`src/rtl/serial_subtractor_pkg.sv`:
```
// Shared ALU definitions: serial FSM states and width limits.
package alu_pkg;

    typedef enum logic [1:0] {
        IDLE = 2'd0,
        RUN  = 2'd1,
        DONE = 2'd2
    } state_e;

    localparam int WIDTH_MIN = 2;
    localparam int WIDTH_MAX = 32;

endpackage

```
`src/rtl/serial_subtractor_if.sv`:
```
// Start/done request bundle between an ALU sequencer and the serial subtractor.
interface serial_subtractor_if #(
    parameter int WIDTH = 8
);

    logic             start;
    logic [WIDTH-1:0] a;
    logic [WIDTH-1:0] b;
    logic             busy;
    logic             done;
    logic [WIDTH-1:0] diff;
    logic             bout;
    logic             ovf;

    modport master (
        output start, a, b,
        input  busy, done, diff, bout, ovf
    );

    modport slave (
        input  start, a, b,
        output busy, done, diff, bout, ovf
    );

endinterface

```
`src/rtl/serial_subtractor_fs.sv`:
```
// 1-bit full-subtractor cell, shared with the ALU datapath.
module full_subtractor (
    input  logic x_i,
    input  logic y_i,
    input  logic bin_i,
    output logic d_o,
    output logic bo_o
);

    assign d_o  = x_i ^ y_i ^ bin_i;
    assign bo_o = (~x_i & y_i) | (~(x_i ^ y_i) & bin_i);

endmodule

```
`src/rtl/serial_subtractor.sv`:
```
// Bit-serial a - b, LSB first, one bit per clock through a single borrow flop.
module serial_subtractor
    import alu_pkg::*;
#(
    parameter int WIDTH = 8
) (
    input  logic         clk,
    input  logic         rst,
    serial_subtractor_if.slave bus
);

    localparam int CW = $clog2(WIDTH);
    localparam logic [CW-1:0] LAST = CW'(WIDTH - 1);

    if (WIDTH < WIDTH_MIN || WIDTH > WIDTH_MAX) begin : g_width_chk
        $error("serial_subtractor: WIDTH out of range");
    end

    state_e           state_q, state_d;
    logic [WIDTH-1:0] sa_q, sa_d;
    logic [WIDTH-1:0] sb_q, sb_d;
    logic [WIDTH-1:0] sr_q, sr_d;
    logic [WIDTH-1:0] diff_q, diff_d;
    logic [CW-1:0]    cnt_q, cnt_d;
    logic             borrow_q, borrow_d;
    logic             bout_q, bout_d;
    logic             ovf_q, ovf_d;
    logic             cell_d;
    logic             cell_bo;

    full_subtractor u_fs (
        .x_i   (sa_q[0]),
        .y_i   (sb_q[0]),
        .bin_i (borrow_q),
        .d_o   (cell_d),
        .bo_o  (cell_bo)
    );

    always_comb begin
        state_d  = state_q;
        sa_d     = sa_q;
        sb_d     = sb_q;
        sr_d     = sr_q;
        diff_d   = diff_q;
        cnt_d    = cnt_q;
        borrow_d = borrow_q;
        bout_d   = bout_q;
        ovf_d    = ovf_q;
        unique case (state_q)
            IDLE: begin
                if (bus.start) begin
                    state_d  = RUN;
                    sa_d     = bus.a;
                    sb_d     = bus.b;
                    borrow_d = 1'b0;
                    cnt_d    = '0;
                end
            end
            RUN: begin
                sa_d     = sa_q >> 1;
                sb_d     = sb_q >> 1;
                sr_d     = {cell_d, sr_q[WIDTH-1:1]};
                borrow_d = cell_bo;
                cnt_d    = cnt_q + 1'b1;
                // Overflow: borrow into the MSB differs from borrow out of it
                if (cnt_q == LAST) begin
                    state_d = DONE;
                    diff_d  = {cell_d, sr_q[WIDTH-1:1]};
                    bout_d  = cell_bo;
                    ovf_d   = cell_bo ^ borrow_q;
                end
            end
            DONE: begin
                state_d = IDLE;
            end
            default: begin
                state_d = IDLE;
            end
        endcase
    end

    always_ff @(posedge clk) begin
        if (rst) begin
            state_q  <= IDLE;
            sa_q     <= '0;
            sb_q     <= '0;
            sr_q     <= '0;
            diff_q   <= '0;
            cnt_q    <= '0;
            borrow_q <= 1'b0;
            bout_q   <= 1'b0;
            ovf_q    <= 1'b0;
        end else begin
            state_q  <= state_d;
            sa_q     <= sa_d;
            sb_q     <= sb_d;
            sr_q     <= sr_d;
            diff_q   <= diff_d;
            cnt_q    <= cnt_d;
            borrow_q <= borrow_d;
            bout_q   <= bout_d;
            ovf_q    <= ovf_d;
        end
    end

    assign bus.busy = (state_q == RUN);
    assign bus.done = (state_q == DONE);
    assign bus.diff = diff_q;
    assign bus.bout = bout_q;
    assign bus.ovf  = ovf_q;

endmodule

```
`src/flat_wrapper.sv`:
```
// flat-port wrapper written by rule: the top's interface ports become plain ports
module serial_subtractor_flat import alu_pkg::*;
#(
    parameter int WIDTH = 8
)
  (clk, rst, bus_start, bus_a, bus_b, bus_busy, bus_done, bus_diff, bus_bout, bus_ovf);
  serial_subtractor_if #(.WIDTH(WIDTH)) bus_i ();
  input  logic clk;
  input  logic rst;
  input wire logic [$bits(bus_i.start)-1:0] bus_start;
  input wire logic [$bits(bus_i.a)-1:0] bus_a;
  input wire logic [$bits(bus_i.b)-1:0] bus_b;
  output wire logic [$bits(bus_i.busy)-1:0] bus_busy;
  output wire logic [$bits(bus_i.done)-1:0] bus_done;
  output wire logic [$bits(bus_i.diff)-1:0] bus_diff;
  output wire logic [$bits(bus_i.bout)-1:0] bus_bout;
  output wire logic [$bits(bus_i.ovf)-1:0] bus_ovf;
  assign bus_i.start = bus_start;
  assign bus_i.a = bus_a;
  assign bus_i.b = bus_b;
  assign bus_busy = bus_i.busy;
  assign bus_done = bus_i.done;
  assign bus_diff = bus_i.diff;
  assign bus_bout = bus_i.bout;
  assign bus_ovf = bus_i.ovf;
  serial_subtractor #(.WIDTH(WIDTH)) u_core (.clk(clk), .rst(rst), .bus(bus_i));
endmodule
```
`config.mk`:
```
export PLATFORM = sky130hd
export DESIGN_NAME = serial_subtractor_flat
export DESIGN_NICKNAME = d
export VERILOG_FILES = /design/src/rtl/serial_subtractor_pkg.sv /design/src/rtl/serial_subtractor_if.sv /design/src/rtl/serial_subtractor_fs.sv /design/src/rtl/serial_subtractor.sv /design/src/flat_wrapper.sv
export SDC_FILE = /design/constraint.sdc
export NUM_CORES = 1
export LEC_CHECK = 0
export CAP_MARGIN = 20
export CORE_MARGIN = 5
export CORE_UTILIZATION = 51
export DETAILED_ROUTE_END_ITERATION = 10
export PLACE_DENSITY = 0.78
export SYNTH_ARGS = -nofsm -noshare
export SYNTH_HDL_FRONTEND = slang
export SYNTH_SLANG_ARGS = --single-unit
```
`constraint.sdc`:
```
create_clock -name clk -period 1.4 [get_ports clk]
set_input_delay 0.14 -clock clk [delete_from_list [all_inputs] [get_ports clk]]
set_output_delay 0.14 -clock clk [all_outputs]
set_load 0.02 [all_outputs]
```
======== Yosys cells after proc, flatten, opt, wreduce, memory -nomap -nowiden ========
Index checks and enable logic that the tools add are counted.
cells by class
  add/subtract/negate cells ............... 1
  $mul .................................... 0
  divide/modulo/power cells ............... 0
  order comparisons ....................... 0
  equal/unequal tests ..................... 5
  shifts and indexed selects .............. 0
  multiplexer cells ....................... 11
  bitwise operators ....................... 8
  reduce and logical (&&, ||, !) cells .... 5
operator list
  cell                                                                      count
  8-bit case mux with 2 select lines                                        2
  8-bit 2-to-1 mux                                                          2
  3-bit case mux with 2 select lines                                        1
  2-bit AND reduction                                                       3
  2-bit 2-to-1 mux                                                          2
  2-bit case mux with 2 select lines                                        1
  3-bit by 1-bit adder with 3-bit output (second input constant)            1
  3-bit == test (second input constant)                                     1
  3-bit 2-to-1 mux                                                          1
  1-bit bitwise XOR                                                         3
  1-bit bitwise AND                                                         2
  2-bit by 1-bit == test with 1-bit output (second input constant)          1
  2-bit == test (second input constant)                                     1
  2-bit logical NOT                                                         1
  2-bit by 1-bit inequality test with 1-bit output (second input constant)  1
  2-bit inequality test (second input constant)                             1
  1-bit NOT                                                                 2
  1-bit case mux with 2 select lines                                        1
  2-bit nonzero test                                                        1
  1-bit 2-to-1 mux                                                          1
  1-bit bitwise OR                                                          1
storage, ports and cells
  register bits after elaboration ......... 40
  bits in latches ......................... 0
  RAM bits ................................ 0
  memory bits (read-only) ................. 0
  input port bits ......................... 19
  output and inout port bits .............. 12
  logic and storage cells ................. 39
  memories kept ........................... 0

======== Logic depth before layout (Yosys ltp) ========
Gate-level depths: netlist of the first run.
  depth in word-level cells ............... 5
  mapped depth ............................ 6
  depth with buffers taken out ............ 5

======== Modules after synthesis ========
A second synthesis of the first run with hierarchy kept.
unflattened totals
  cells, all modules ...................... 177
  area total of the unflattened synthesis .. 1680.4 µm²
by module, submodules not included
  module             times used  cells an instance  area an instance (µm²)
  serial_subtractor  1           173                1649.1
  full_subtractor    1           4                  31.3

======== Worst setup path before layout of the first run ========
OpenSTA, ideal clock, no wires.
  kind .................................... reg2reg
  from .................................... reg u_core.cnt_q[0]
  to ...................................... reg u_core.bout_q (netlist: u_core.bus.bout)
  data arrival time ....................... 1221 ps
  data required time ...................... 1314 ps
  path slack .............................. 92 ps
  cell stages (with the launch flop) ...... 6
  buffers on the path ..................... 1
  period minus slack after synthesis ...... 1308 ps
  cells stage by stage .................... dfxtp_1 ha_1 ha_1 and3b_1 buf_2 a211oi_1
between the ends
  cells in the longest elaborated chain, start to end .. 2
RTL lines
  what                                  line                      source
  start: declaration                    serial_subtractor.sv:24   logic [CW-1:0] cnt_q, cnt_d;
  start signal: assignment              serial_subtractor.sv:99   cnt_q <= cnt_d;
  3-bit == test                         serial_subtractor.sv:66   if (cnt_q == LAST) begin
  2-bit AND reduction (no source line)  n/a
  end signal: assignment                serial_subtractor.sv:101  bout_q <= bout_d;
  end: declaration                      serial_subtractor.sv:26   logic bout_q, bout_d;
No other way between the ends.
A chain may end at the register's enable or synchronous reset.

======== Worst setup path in the final report of the first run ========
  from .................................... reg u_core.cnt_q[0]
  to ...................................... reg u_core.diff_q[6] (netlist: u_core.bus.diff[6])
between the ends
  cells in the longest elaborated chain, start to end .. 2
RTL lines
  what                                  line                     source
  3-bit == test                         serial_subtractor.sv:66
  2-bit AND reduction (no source line)  n/a
  end signal: assignment                serial_subtractor.sv:98  diff_q <= diff_d;
  end: declaration                      serial_subtractor.sv:23  logic [WIDTH-1:0] diff_q, diff_d;
No other way between the ends.

==> results of run 1 <==
-- sequential cells by signal, indices dropped and copies added (netlist names) --
register,flops
u_core.borrow_q,1
u_core.state_q,2
u_core.bus.diff,8
u_core.bus.bout,1
u_core.sr_q,7
u_core.sa_q,8
u_core.sb_q,8
u_core.bus.ovf,1
u_core.cnt_q,3
-- what timing repair did --
action                                  in CTS  in global routing
endpoints found under the setup margin      12                 13
resized for setup                           13                  9
endpoints found under the hold margin        0                  0
setup buffers                                0                  0
-- per-layer routing --
metal,global-route usage [%],up-vias,share of wire (%)
met5,0,-,0
met4,7.09,0,1.7
met3,5.49,6,4.2
met2,29.8,21,49
met1,20.3,612,45
li1,-,678,-
-- area by class of cell --
type / instances / area, µm²
fillers: 269 / 956
multi-input cells: 120 / 790
flip-flops and latches: 39 / 782
repair buffers: 42 / 400
clock inverters: 3 / 67.6
well taps: 44 / 55.1
clock buffers: 5 / 37.5
inverters: 4 / 15.0
-- placed cells by master (no fill, tap or decap), types with 2 or more instances in the layout --
master / netlist / layout
clkbuf_4: 0 / 5
inv_1: 3 / 3
buf_12: 1 / 2
buf_6: 3 / 2
buf_4: 3 / 8
nor2_1: 21 / 21
clkbuf_2: 0 / 2
nand4bb_1: 2 / 2
a211oi_2: 10 / 11
o21ai_0: 2 / 2
a22oi_1: 2 / 2
ha_1: 2 / 2
a21oi_1: 18 / 18
nand2_1: 32 / 32
bufinv_16: 0 / 2
dfxtp_1: 39 / 38
mux2i_1: 15 / 15
clkdlybuf4s50_1: 0 / 18
a211oi_1: 6 / 5
dlygate4sd2_1: 0 / 10
-- worst max-delay path, stage by stage (launching register included) --
cell and delay [ps]:
dfxtp_2 350, ha_1 190, ha_1 190, and3b_2 240, buf_6 140, nand2_1 70, a21oi_1 60
-- cells by family after synthesis --
logic type / synth area share [%]
multiplexers: 8.98
flip-flops: 46.7
buffers and inverters: 7.03
XOR/XNOR: 0.524
AO/OA/AOI/OAI: 18.6
AND/OR/NAND/NOR: 15.5
adder cells (fa/ha/maj): 2.69
-- metrics by stage --
| stage | instances | utilization, % | TNS, ps |
|---|---|---|---|
| detailed placement | 249 | 65.8 | 0 |
| finish | 257 | 69.2 | 0 |
| global route | 257 | 69.2 | -54.4 |
| floorplan | 176 | - | 0 |
| CTS | 257 | 68.7 | 0 |
| global placement | 249 | 65.8 | 0 |
-- power by group through the flow --
stage / Clock [mW] / Combinational [mW] / Sequential, mW
after detailed placement: 0 / 0.301 / 1.21
final: 0.932 / 0.303 / 1.19
after global routing: 1.01 / 0.333 / 1.20
after floorplan: 0 / 0.205 / 1.21
after global placement: 0 / 0.287 / 1.21
after CTS: 0.949 / 0.301 / 1.19
-- Yosys cell counts (all sizes together), types with 2 or more instances --
cell and instances:
mux2i 15, nor2 21, clkbuf 3, inv 4, nand2 32, dfxtp 39
a21oi 18, a22oi 2, ha 2, nand4bb 2, o21ai 2, buf 10
a211oi 16
-- worst paths after layout --
| path | from | to | slack [ps] | depth (start not counted) |
|---|---|---|---|---|
| min | bus_a[7] | u_core.sa_q[7] | 430 | 3 |
| min reg2reg | u_core.cnt_q[0] | u_core.cnt_q[0] | 460 | 1 |
| max reg2reg | u_core.cnt_q[0] | u_core.bus.diff[6] | 60 | 6 |
| max | u_core.cnt_q[0] | u_core.bus.diff[6] | 60 | 6 |
==> results_dict.tcl, run 1 <==
set metrics [dict create \
    dpl_worst_slack_ps 9.61 \
    ys_warn_count 0 \
    clk_latency_ps 360 \
    fp-row-count 20 \
    synth-seq-cells 39 \
    drive_gt1_share_pct 17.8 \
    drtIter0Drc 58 \
    setup_viol_count_final 0 \
    internal-power_mw 1.87 \
    hold_path.class "in -> reg" \
    fmax_mhz 748 \
    grt_pass1_wl_mm 5.91 \
    avgSynthCellArea_um2 9.50 \
    firstDrtPassIters 4 \
    synth_nets 198 \
    start_kind "flip-flop" \
    h-tree-depth 2 \
    p_leak_nw 0.874 \
    critPathCaptureType "flip-flop" \
    port_buffers 30 \
    synth_flop_cell "dfxtp_1" \
    power.density_nw_per_um2 1130 \
    seq_area_frac_synth_pct 46.7 \
    vias 1317 \
    grt_use_total_pct 17.5 \
    post-route-period-util_pct 95.5 \
    final_antenna_net_count 0 \
    cts_buffers 5 \
    finalPower_mw 2.42 \
    core-area_um2 3100 \
    synthTopCellsByArea "dfxtp_1 (47%), mux2i_1 (9.0%), a211oi_2 (7.5%)" \
    yosys.area.top_type "dfxtp_1" \
    clk_pin_slew_ps 130 \
    cp.arrival_ps 1590 \
    die-height_um 67.3 \
    syn_inst 176 \
    clock_power_share_pct 38.5 \
    async_flop_share_pct 0 \
    root_buffer "clkbuf_4" \
    switching_share_pct 22.8 \
    hold_viol 0 \
    post_drt_via_cell_ratio 5.12 \
    period_needed_ps 1340 \
    yosysUniqueCellTypes 28 \
    first_global_vias 1324 \
    dpl.hpwl_mm 2.48 \
    layout.nets 234 \
    cts_tree "done" \
    holdWs_ps 426 \
    die_area_um2 4530 \
    comb_power_share_pct 12.5 \
    die_w_um 67.3 \
    grt_max_degree 40 \
    cap_violations 0 \
    criticalPathCategory "reg -> reg" \
    vdd_ir_drop_max_uv 830 \
    timing.final.ws_setup_ps 63.3 \
    synth-edff-count 0 \
    diodes 0 \
    placed_area_um2 2040 \
    antenna_found_initial 0 \
    fin_area_um2 2150 \
    globalplace.congestion 0.761 \
    cts_sinks 39 \
    overflow 0 \
    finalWirelength_mm 3.45 \
    netlist_area_um2 1670 \
    relSlewSlack_pct 81.8 \
    clock_path_buffers 2 \
    synth_top_area_share_pct 46.7 \
    drv_slew 0 \
    crit_fanout 7 \
    power.switching_mw 0.552 \
    skew_ps 12.9 \
    drc 0 \
    holdBufCountCts 0 \
    seqPwrFrac_pct 49.0 \
    tightestPinTransition_ps 273 \
    status "finished, final reports clean" \
    routedWlPerCell_um 13.4 \
    initial_core_util_pct 53.9 \
    area_growth_pct 28.3 \
    required_ps 1660 \
    design.portCount 31 \
]
(Power assumes the default switching activity.)
==> run 2, diff against run 1 <==
Settings changed: ABC_CLOCK_PERIOD_IN_PS from default to 1400.
==> results of run 2 <==
Final layout, timing and power as in run 1 (identical DEF).
